[src/rtl/cache_block_xfer_buffer_pkg.sv]
// Shared types and constants for the L1/L2 cache block transfer buffer.
package cache_block_xfer_buffer_pkg;

    typedef enum logic [2:0] {
        IDLE     = 3'd0,
        WR_FILL  = 3'd1,
        WR_SEND  = 3'd2,
        RD_REQ   = 3'd3,
        RD_DRAIN = 3'd4,
        DONE     = 3'd5
    } xferState_t;

    localparam int DEF_BLOCK_WORDS = 4;

    // exception_bus_o bit positions
    localparam int EXC_WR_STROBE = 0;
    localparam int EXC_RD_STROBE = 1;
    localparam int EXC_MEM_VALID = 2;
    localparam int EXC_TIMEOUT   = 3;

endpackage

[src/rtl/cache_block_xfer_buffer_xfer_fifo.sv]
// First-word fall-through FIFO staging one cache block between L1 and L2.
module xfer_fifo #(
    parameter int DEPTH = 4,
    parameter int WIDTH = 32
) (
    input  logic             clock_i,
    input  logic             reset_i,
    input  logic             flush_i,
    input  logic             push_i,
    input  logic             pop_i,
    input  logic [WIDTH-1:0] data_i,
    output logic [WIDTH-1:0] data_o,
    output logic             full_o,
    output logic             empty_o
);

    localparam int AW = $clog2(DEPTH);

    logic [WIDTH-1:0] mem [DEPTH];
    logic [AW-1:0]    wrPtr, rdPtr;
    logic [AW:0]      count;
    logic             doPush, doPop;

    assign full_o  = (count == (AW+1)'(DEPTH));
    assign empty_o = (count == '0);
    assign data_o  = mem[rdPtr];
    assign doPush  = push_i && !full_o;
    assign doPop   = pop_i && !empty_o;

    always_ff @(posedge clock_i or negedge reset_i) begin
        if (!reset_i) begin
            wrPtr <= '0;
            rdPtr <= '0;
            count <= '0;
        end else if (flush_i) begin
            wrPtr <= '0;
            rdPtr <= '0;
            count <= '0;
        end else begin
            // DEPTH is a power of two, so the pointers wrap on their own
            if (doPush) wrPtr <= wrPtr + 1'b1;
            if (doPop)  rdPtr <= rdPtr + 1'b1;
            case ({doPush, doPop})
                2'b10:   count <= count + 1'b1;
                2'b01:   count <= count - 1'b1;
                default: count <= count;
            endcase
        end
    end

    always_ff @(posedge clock_i) begin
        if (doPush) mem[wrPtr] <= data_i;
    end

endmodule

[src/rtl/cache_block_xfer_buffer.sv]
// L1<->L2 word/block transfer buffer with sticky error flags.
// Optional watchdog enabled by defining XFER_TIMEOUT_EN.
module cache_block_xfer_buffer
    import cache_block_xfer_buffer_pkg::*;
#(
    parameter int BLOCK_WORDS    = DEF_BLOCK_WORDS,
    parameter int TIMEOUT_CYCLES = 1024
) (
    input  logic        clock_i,
    input  logic        reset_i,
    input  logic        req_i,
    input  logic        reqBlock_i,
    input  logic        rw_i,
    input  logic [23:0] add_i,
    input  logic [31:0] data_i,
    input  logic        write_en_i,
    input  logic        read_ack_i,
    output logic        ready_write_o,
    output logic        ready_read_o,
    output logic [31:0] data_o,
    output logic        mem_req_o,
    output logic        mem_reqBlock_o,
    output logic        mem_rw_o,
    output logic        mem_write_o,
    output logic        mem_clear_o,
    output logic [23:0] mem_add_o,
    output logic [31:0] mem_data_o,
    input  logic        mem_ready_i,
    input  logic        mem_valid_i,
    input  logic        mem_done_i,
    input  logic [31:0] mem_data_i,
    output logic [3:0]  exception_bus_o
);

    localparam int          CW       = $clog2(BLOCK_WORDS) + 1;
    localparam logic [23:0] ADD_MASK = ~24'(BLOCK_WORDS - 1);

    if ((BLOCK_WORDS < 2) || ((BLOCK_WORDS & (BLOCK_WORDS - 1)) != 0) || (TIMEOUT_CYCLES < 1)) begin : gBadParams
        $error("cache_block_xfer_buffer: BLOCK_WORDS must be a power of 2 >= 2, TIMEOUT_CYCLES >= 1");
    end

    xferState_t    state, stateNext;
    logic          rwQ, blockQ, clrSent, rdState, timeoutHit;
    logic [23:0]   addQ;
    logic [CW-1:0] pushCnt, popCnt, nWords;
    logic          fifoPush, fifoPop, fifoFull, fifoEmpty;
    logic [31:0]   fifoDin, fifoHead;
    logic [3:0]    excQ, excSet;

    assign nWords          = blockQ ? CW'(BLOCK_WORDS) : CW'(1);
    assign rdState         = (state == RD_REQ) || (state == RD_DRAIN);
    assign exception_bus_o = excQ;

    always_comb begin
        stateNext      = state;
        ready_write_o  = (state == WR_FILL) && (pushCnt < nWords);
        ready_read_o   = rdState && !fifoEmpty;
        // request stays up through the cycle that moves the last word
        mem_req_o      = ((state == WR_SEND) && (popCnt < nWords)) || (rdState && (pushCnt < nWords));
        mem_write_o    = (state == WR_SEND) && (popCnt < nWords) && mem_ready_i && !fifoEmpty;
        mem_rw_o       = mem_req_o && rwQ;
        mem_reqBlock_o = mem_req_o && blockQ;
        mem_add_o      = mem_req_o ? addQ : '0;
        mem_data_o     = mem_write_o ? fifoHead : '0;
        data_o         = ready_read_o ? fifoHead : '0;
        mem_clear_o    = (state == DONE) && !clrSent;
        fifoDin        = rdState ? mem_data_i : data_i;
        fifoPush       = rdState ? (mem_valid_i && !fifoFull && (pushCnt < nWords))
                                 : (write_en_i && ready_write_o);
        fifoPop        = mem_write_o || (read_ack_i && ready_read_o);

        case (state)
            IDLE:     if (req_i) stateNext = rw_i ? WR_FILL : RD_REQ;
            WR_FILL:  if (fifoPush && (pushCnt + 1'b1 == nWords)) stateNext = WR_SEND;
            WR_SEND:  if (mem_done_i && (popCnt == nWords)) stateNext = DONE;
            RD_REQ:   if (fifoPush) stateNext = RD_DRAIN;
            RD_DRAIN: if (fifoPop && (popCnt + 1'b1 == nWords)) stateNext = DONE;
            DONE:     if (!req_i) stateNext = IDLE;
            default:  stateNext = IDLE;
        endcase
        if (timeoutHit) stateNext = IDLE;
    end

    always_comb begin
        excSet                = '0;
        excSet[EXC_WR_STROBE] = write_en_i && !ready_write_o;
        excSet[EXC_RD_STROBE] = read_ack_i && !ready_read_o;
        excSet[EXC_MEM_VALID] = mem_valid_i && (!rdState || fifoFull);
        excSet[EXC_TIMEOUT]   = timeoutHit;
    end

    always_ff @(posedge clock_i or negedge reset_i) begin
        if (!reset_i) begin
            state   <= IDLE;
            rwQ     <= 1'b0;
            blockQ  <= 1'b0;
            addQ    <= '0;
            pushCnt <= '0;
            popCnt  <= '0;
            clrSent <= 1'b0;
            excQ    <= '0;
        end else begin
            state   <= stateNext;
            excQ    <= excQ | excSet;
            clrSent <= (state == DONE);
            if (state == IDLE) begin
                pushCnt <= '0;
                popCnt  <= '0;
                if (req_i) begin
                    rwQ    <= rw_i;
                    blockQ <= reqBlock_i;
                    addQ   <= reqBlock_i ? (add_i & ADD_MASK) : add_i;
                end
            end else begin
                if (fifoPush) pushCnt <= pushCnt + 1'b1;
                if (fifoPop)  popCnt  <= popCnt + 1'b1;
            end
        end
    end

`ifdef XFER_TIMEOUT_EN
    localparam int WW = $clog2(TIMEOUT_CYCLES + 1);
    logic [WW-1:0] wdCnt;
    logic          wdActive;

    // any push, pop or completion counts as forward progress
    assign wdActive   = fifoPush || fifoPop || mem_done_i;
    assign timeoutHit = (state != IDLE) && !wdActive && (wdCnt + 1'b1 == WW'(TIMEOUT_CYCLES));

    always_ff @(posedge clock_i or negedge reset_i) begin
        if (!reset_i)                        wdCnt <= '0;
        else if ((state == IDLE) || wdActive) wdCnt <= '0;
        else                                  wdCnt <= wdCnt + 1'b1;
    end
`else
    assign timeoutHit = 1'b0;
`endif

    xfer_fifo #(
        .DEPTH (BLOCK_WORDS),
        .WIDTH (32)
    ) uFifo (
        .clock_i (clock_i),
        .reset_i (reset_i),
        .flush_i (timeoutHit),
        .push_i  (fifoPush),
        .pop_i   (fifoPop),
        .data_i  (fifoDin),
        .data_o  (fifoHead),
        .full_o  (fifoFull),
        .empty_o (fifoEmpty)
    );

endmodule

[config.mk]
export PLATFORM = sky130hd
export DESIGN_NAME = cache_block_xfer_buffer
export DESIGN_NICKNAME = d
export VERILOG_FILES = /design/src/rtl/cache_block_xfer_buffer_pkg.sv /design/src/rtl/cache_block_xfer_buffer_xfer_fifo.sv /design/src/rtl/cache_block_xfer_buffer.sv
export SDC_FILE = /design/constraint.sdc
export NUM_CORES = 1
export LEC_CHECK = 0
export ABC_AREA = 1
export CAP_MARGIN = 10
export CORE_MARGIN = 2
export CORE_UTILIZATION = 42
export DETAILED_ROUTE_END_ITERATION = 16
export DONT_BUFFER_PORTS = 1
export PLACE_DENSITY = 0.63
export SLEW_MARGIN = 20
export SYNTH_ARGS = -nofsm -noshare
export SYNTH_HDL_FRONTEND = slang
export SYNTH_SLANG_ARGS = --single-unit
[constraint.sdc]
create_clock -name clock_i -period 4.35 [get_ports clock_i]
set_input_delay 0 -clock clock_i [delete_from_list [all_inputs] [get_ports clock_i]]
set_output_delay 0 -clock clock_i [all_outputs]
set_load 0.005 [all_outputs]
## Word level (Yosys, flattened, before mapping)

Memory sizes are Yosys's and may differ from the RTL's.
Cells that the tools add are included.

| operators by class | value |
|---|---|
| bitwise logic cells | 1 |
| reduce and logical (&&, ||, !) cells | 38 |
| magnitude comparators | 2 |
| $add $sub $neg | 6 |
| equal/unequal tests | 17 |
| mux-type cells | 22 |

Operator list:

| cell | count |
|---|---|
| $mux 32 | 3 |
| $mux 3 | 11 |
| $mux 24 | 1 |
| $logic_and 1x1->1 | 21 |
| $pmux 3 s6 | 1 |
| $add 3x1->3 const B | 3 |
| $eq 3x3->1 | 3 |
| $eq 3x3->1 const B | 3 |
| $ne 2x1->1 const B | 4 |
| $eq 3x2->1 const B | 2 |
| $logic_not 1->1 | 6 |
| $logic_not 3->1 | 2 |
| $lt 3x3->1 | 2 |
| $pmux 3 s2 | 1 |
| $reduce_and 6->1 | 1 |
| $reduce_bool 2->1 | 3 |
| $add 2x1->2 const B | 2 |
| $logic_or 1x1->1 | 4 |
| $mux 2 | 2 |
| $ne 2x2->1 const B | 2 |
| $or 4x3->4 | 1 |
| $eq 3x1->1 const B | 1 |
| $mux 1 | 3 |
| $sub 3x1->3 const B | 1 |
| other kinds (3) | 3 |

| word-level totals | value |
|---|---|
| RAM bits | 128 |
| logic and storage cells | 98 |
| input port bits | 98 |
| register bits after elaboration | 47 |
| output and inout port bits | 99 |
| memories kept | 1 |

Memory list:

| memory | words | bits a word | rd ports | clocked after Yosys merged registers in | write ports | RTL line | text |
|---|---|---|---|---|---|---|---|
| uFifo.mem | 4 | 32 | 1 | 0 | 1 | cache_block_xfer_buffer_xfer_fifo.sv:19 | `logic [WIDTH-1:0] mem [DEPTH];` |

## Logic depth before layout (Yosys ltp)

| depth | value |
|---|---|
| word-level depth | 9 |
| gate-level depth with buffers | 13 |

## Modules after synthesis

Synthesis repeated with hierarchy kept, for this count alone.

| unflattened totals | value |
|---|---|
| cells, all modules | 852 |
| area total of the unflattened synthesis | 8174.1 um^2 |

By module, submodules not included:

| module | instances | cells each | seq. area each (um^2) | area an instance (um^2) |
|---|---|---|---|---|
| xfer_fifo | 1 | 377 | 4018.9 | 5275.1 |
| cache_block_xfer_buffer | 1 | 475 | 975.9 | 2899.0 |

## Least setup slack after synthesis

No wires, ideal clock.

| timing | value |
|---|---|
| path kind | register to register |
| from | reg blockQ |
| to | mem uFifo.mem[0][0] (enable) |
| clock period less this slack | 3.162 ns |
| stages on the path, launching flop included | 8 |
| setup time | 0.421 ns |
| arrival time | 2.741 ns |
| path buffers | 0 |
| path slack | 1.188 ns |
| data required time | 3.929 ns |
| cells stage by stage | dfrtp_1 -> inv_1 -> ha_1 -> a21oi_1 -> nand3_2 -> nand2_2 -> nand2_2 -> nor2_1 |

| on the way | value |
|---|---|
| word-level cells in the longest chain between the ends | 8 |
| elaborated cells on any way between the ends | 9 |
| classes of those cells | 1 x order compare; 4 x mux; 4 x reduce/logical |

Ends and longest elaborated chain:

| item | RTL line | text |
|---|---|---|
| start: declaration | cache_block_xfer_buffer.sv:43 | `logic rwQ, blockQ, clrSent, rdState, timeoutHit;` |
| start signal: assignment | cache_block_xfer_buffer.sv:111 | `blockQ <= reqBlock_i;` |
| $mux 3 (*) | cache_block_xfer_buffer.sv:50 | `assign nWords = blockQ ? CW'(BLOCK_WORDS) : CW'(1);` |
| $lt 3x3->1 (*) | cache_block_xfer_buffer.sv:56, cache_block_xfer_buffer.sv:68 |  |
| $logic_and 1x1->1 | cache_block_xfer_buffer.sv:56 | `ready_write_o = (state == WR_FILL) && (pushCnt < nWords);` |
| $logic_and 1x1->1 | cache_block_xfer_buffer.sv:69 | `: (write_en_i && ready_write_o);` |
| $mux 1 (*) | cache_block_xfer_buffer.sv:68 | `fifoPush = rdState ? (mem_valid_i && !fifoFull && (pushCnt < nWords))` |
| $logic_and 1x1->1 (*) | cache_block_xfer_buffer_xfer_fifo.sv:27 | `assign doPush = push_i && !full_o;` |
| $mux 1 (*) | cache_block_xfer_buffer_xfer_fifo.sv:52 | `if (doPush) mem[wrPtr] <= data_i;` |
| $mux 1 (implied by the code) (*) | cache_block_xfer_buffer_xfer_fifo.sv:52 |  |
| end: declaration | cache_block_xfer_buffer_xfer_fifo.sv:19 |  |

Every way passes the cells marked *; elsewhere a longest branch is shown, timed or not.

## Worst setup path in the final report

| timing | value |
|---|---|
| from | reg blockQ |
| to | mem uFifo.mem[0][14] (enable) |

The elaborated chain is that of the path after synthesis.

==> flow_summary.json <==
{
  "firstDrtPassIters": 5,
  "netlist_area_um2": 7960,
  "post-route-min-period_ns": 2.91,
  "clock_sinks": 174,
  "worstHoldPathType": "in2async",
  "io_buffers": 0,
  "drive_above_1_share_pct": 8.10,
  "worst-path-max-fanout": 32,
  "sw_frac_of_total_pct": 39.4,
  "drv_slew": 0,
  "ys_types": 33,
  "final_cell_mix": "nand2_1 (252), edfxtp_1 (128), dlygate4sd3_1 (99)",
  "antenna_cells": 0,
  "antenna_left": 0,
  "r2r_slack_ns": 1.44,
  "final_common_cell": "nand2_1",
  "yosys_warnings": 0,
  "die_w_um": 142,
  "routabilityCongestion": 0.861,
  "fmax_mhz": 343,
  "drt_wl_total_mm": 18.0,
  "synth.area.top_cells": "edfxtp_1 (48%), dfrtp_1 (14%), nand2_1 (12%), nor2_1 (4.7%), a32o_1 (4.0%)",
  "grt-busiest-layer": "met2",
  "grt_pass1_wl_mm": 28.6,
  "worst_pin_slew_ns": 1.04,
  "grtUsageMet2_pct": 32.8,
  "cts_hold_buf": 100,
  "fill_cells": 1613,
  "reg2reg_depth": 7,
  "syn_inst": 793,
  "grt_util_all_layers_pct": 18.5,
  "dp_cells": 991,
  "startpoint": "blockQ$_DFFE_PN0P_",
  "via_count": 5807,
  "overflow": 0,
  "cts_setup_buffers": 0,
  "first_global_vias": 5691,
  "groute.layer.met3.usage_pct": 5.16,
  "ys_ff_latch": 174,
  "numCtsBuffers": 17,
  "fin_crit_sh_pct": 66.9,
  "p_leak_nw": 3.87,
  "r2r_end": "uFifo.mem[0][14]$_DFFE_PP_",
  "via_per_inst": 5.17,
  "drtIter0Drc": 404,
  "status": "complete, no violations",
  "endpoint_kind": "register",
  "rr_startpoint": "blockQ$_DFFE_PN0P_",
  "layout.cells.non_filler": 1123,
  "initial_core_util_pct": 42.7,
  "ios": 197,
  "dieHeight_um": 142,
  "max_slew_margin_pct": 30.6,
  "rows": 50,
  "hpwlAfterDp_mm": 11.1,
  "start_kind": "register",
  "regArea_um2": 5000,
  "endpoint": "uFifo.mem[0][14]$_DFFE_PP_",
  "cp.required_ns": 4.39,
  "power.switching_mw": 2.61,
  "rsz0062_at_grt": "false",
  "synth_top_area_share_pct": 48.3,
  "finalHoldViolCount": 0,
  "grt_max_degree": 67,
  "criticalPathCategory": "reg2reg",
  "antenna_found_initial": 0,
  "coreArea_um2": 18600,
  "p_comb_share_pct": 41.1,
  "htree_levels": 4,
  "clk_latency_ns": 0.42,
  "post_cts_resized": 0,
  "drc": 0,
  "use_met1_pct": 22.0,
  "synth_nets": 903,
  "p_seq_share_pct": 36.6,
  "clk_pin_slew_worst_paths_ns": 0.07,
  "total_power_mw": 6.63,
  "clock_power_share_pct": 22.4,
  "avgRoutedWirePerCell_um": 16.1,
  "synth_area_per_cell_um2": 10.0,
  "intPower_mw": 4.02,
  "ir_worst_vdd_mv": 0.482,
  "dp_slack_ns": 1.39,
  "setup_viol": 0,
  "setup_tns_ns": 0,
  "p_per_area_nw_per_um2": 683,
  "ys_seq_area_share_pct": 62.8,
  "synthToLayoutAreaGrowth_pct": 21.9,
  "synth.largest_area_cell": "edfxtp_1",
  "cts_root_buffer": "clkbuf_16",
  "nets": 986,
  "multiInputGateArea_um2": 2540,
  "finClkSkew_ns": 0.00707,
  "cts_tree": "built",
  "cap_violations": 0,
  "clockBufferDepth": 2,
  "dieArea_um2": 20100,
  "arrival_ns": 2.95,
  "layout_setup_ws_ns": 1.44
}
==> metrics by stage <==
stage               hold WS (ns)  instance area (um^2)  util [%]
finish                    0.0731                  9700      52.0
floorplan                 -0.296                  7960         -
CTS                       0.0654                  9700      52.0
global placement          -0.294                  8100      43.4
detailed placement        -0.295                  8100      43.4
global route              0.0795                  9700      52.0
==> area by class of cell <==
type                            instances  share of cell area, %
Clock inverter                         15                   1.56
Inverter                               63                   2.45
Sequential cell                       174                   51.5
Timing Repair Buffer                  104                   10.8
Multi-Input combinational cell        516                   26.2
Tap cell                              234                   3.02
Clock buffer                           17                   4.39
==> cells by family after synthesis <==
| family | synth area share, % |
|---|---|
| compound gates | 9.14 |
| fa+ha+maj | 1.98 |
| xor+xnor | 0.550 |
| simple gates | 19.9 |
| buf+inv | 5.61 |
| other cells | 0.0471 |
| flops | 62.8 |
==> state kept, by name (all words and copies together) (netlist names) <==
name / count
uFifo.mem: 128
addQ: 24
exception_bus_o: 3
popCnt: 3
pushCnt: 3
state: 3
uFifo.count: 3
uFifo.rdPtr: 2
uFifo.wrPtr: 2
blockQ: 1
clrSent: 1
rwQ: 1
==> cell usage after synthesis <==
cell type	number
inv_2	9
inv_1	54
nor3_1	1
xor2_1	4
buf_4	5
a21oi_1	44
nor4_1	1
ha_1	11
nand2_1	252
buf_2	9
o22ai_1	1
conb_1	1
nand2_2	5
nand3_2	5
a32o_1	32
nand2_4	3
nor2_2	1
a21o_1	2
clkbuf_1	21
or2_2	4
nand4_1	6
fa_1	1
dfrtp_1	46
buf_6	4
edfxtp_1	128
nor2_4	2
nor2_1	99
o21ai_1	5
nand3_4	1
o21ai_0	28
xnor2_1	1
nand3_1	6
buf_1	1
==> per-layer routing <==
layer	up-vias	routed length (um)
li1	2815	-
met1	2746	7540
met2	224	9030
met3	22	1220
met4	0	253
met5	-	0
==> worst max-delay path: stages, from the launching register on <==
cell and delay, ns:
dfrtp_1 0.40, inv_1 0.25, ha_1 0.30, a21oi_1 0.27, nand3_2 0.12, nand2_2 0.13
nand2_2 0.20, nor2_4 0.84
==> power by group through the flow <==
stage	sequential (mW)	clock, mW	combinational [mW]
6_report	2.42	1.48	2.72
5_1_grt	2.45	1.59	3.09
4_1_cts	2.42	1.52	2.75
3_5_place_dp	2.45	0	2.48
3_3_place_gp	2.44	0	2.45
2_1_floorplan	2.42	0	1.93
==> worst min-delay path by stage <==
stage                       start                      endpoint  slack [ns]  cells after the start
after floorplan           reset_i           addQ[0]$_DFFE_PN0P_       -0.30                      0
after global placement    reset_i  exception_bus_o[0]$_DFF_PN0_       -0.29                      0
after detailed placement  reset_i  exception_bus_o[0]$_DFF_PN0_       -0.29                      0
after CTS                 reset_i  exception_bus_o[0]$_DFF_PN0_        0.07                      2
after global routing      reset_i  exception_bus_o[0]$_DFF_PN0_        0.08                      2
final                     reset_i          state[0]$_DFFE_PN0P_        0.07                      2
No activity file was read; power rests on OpenSTA's default activity.
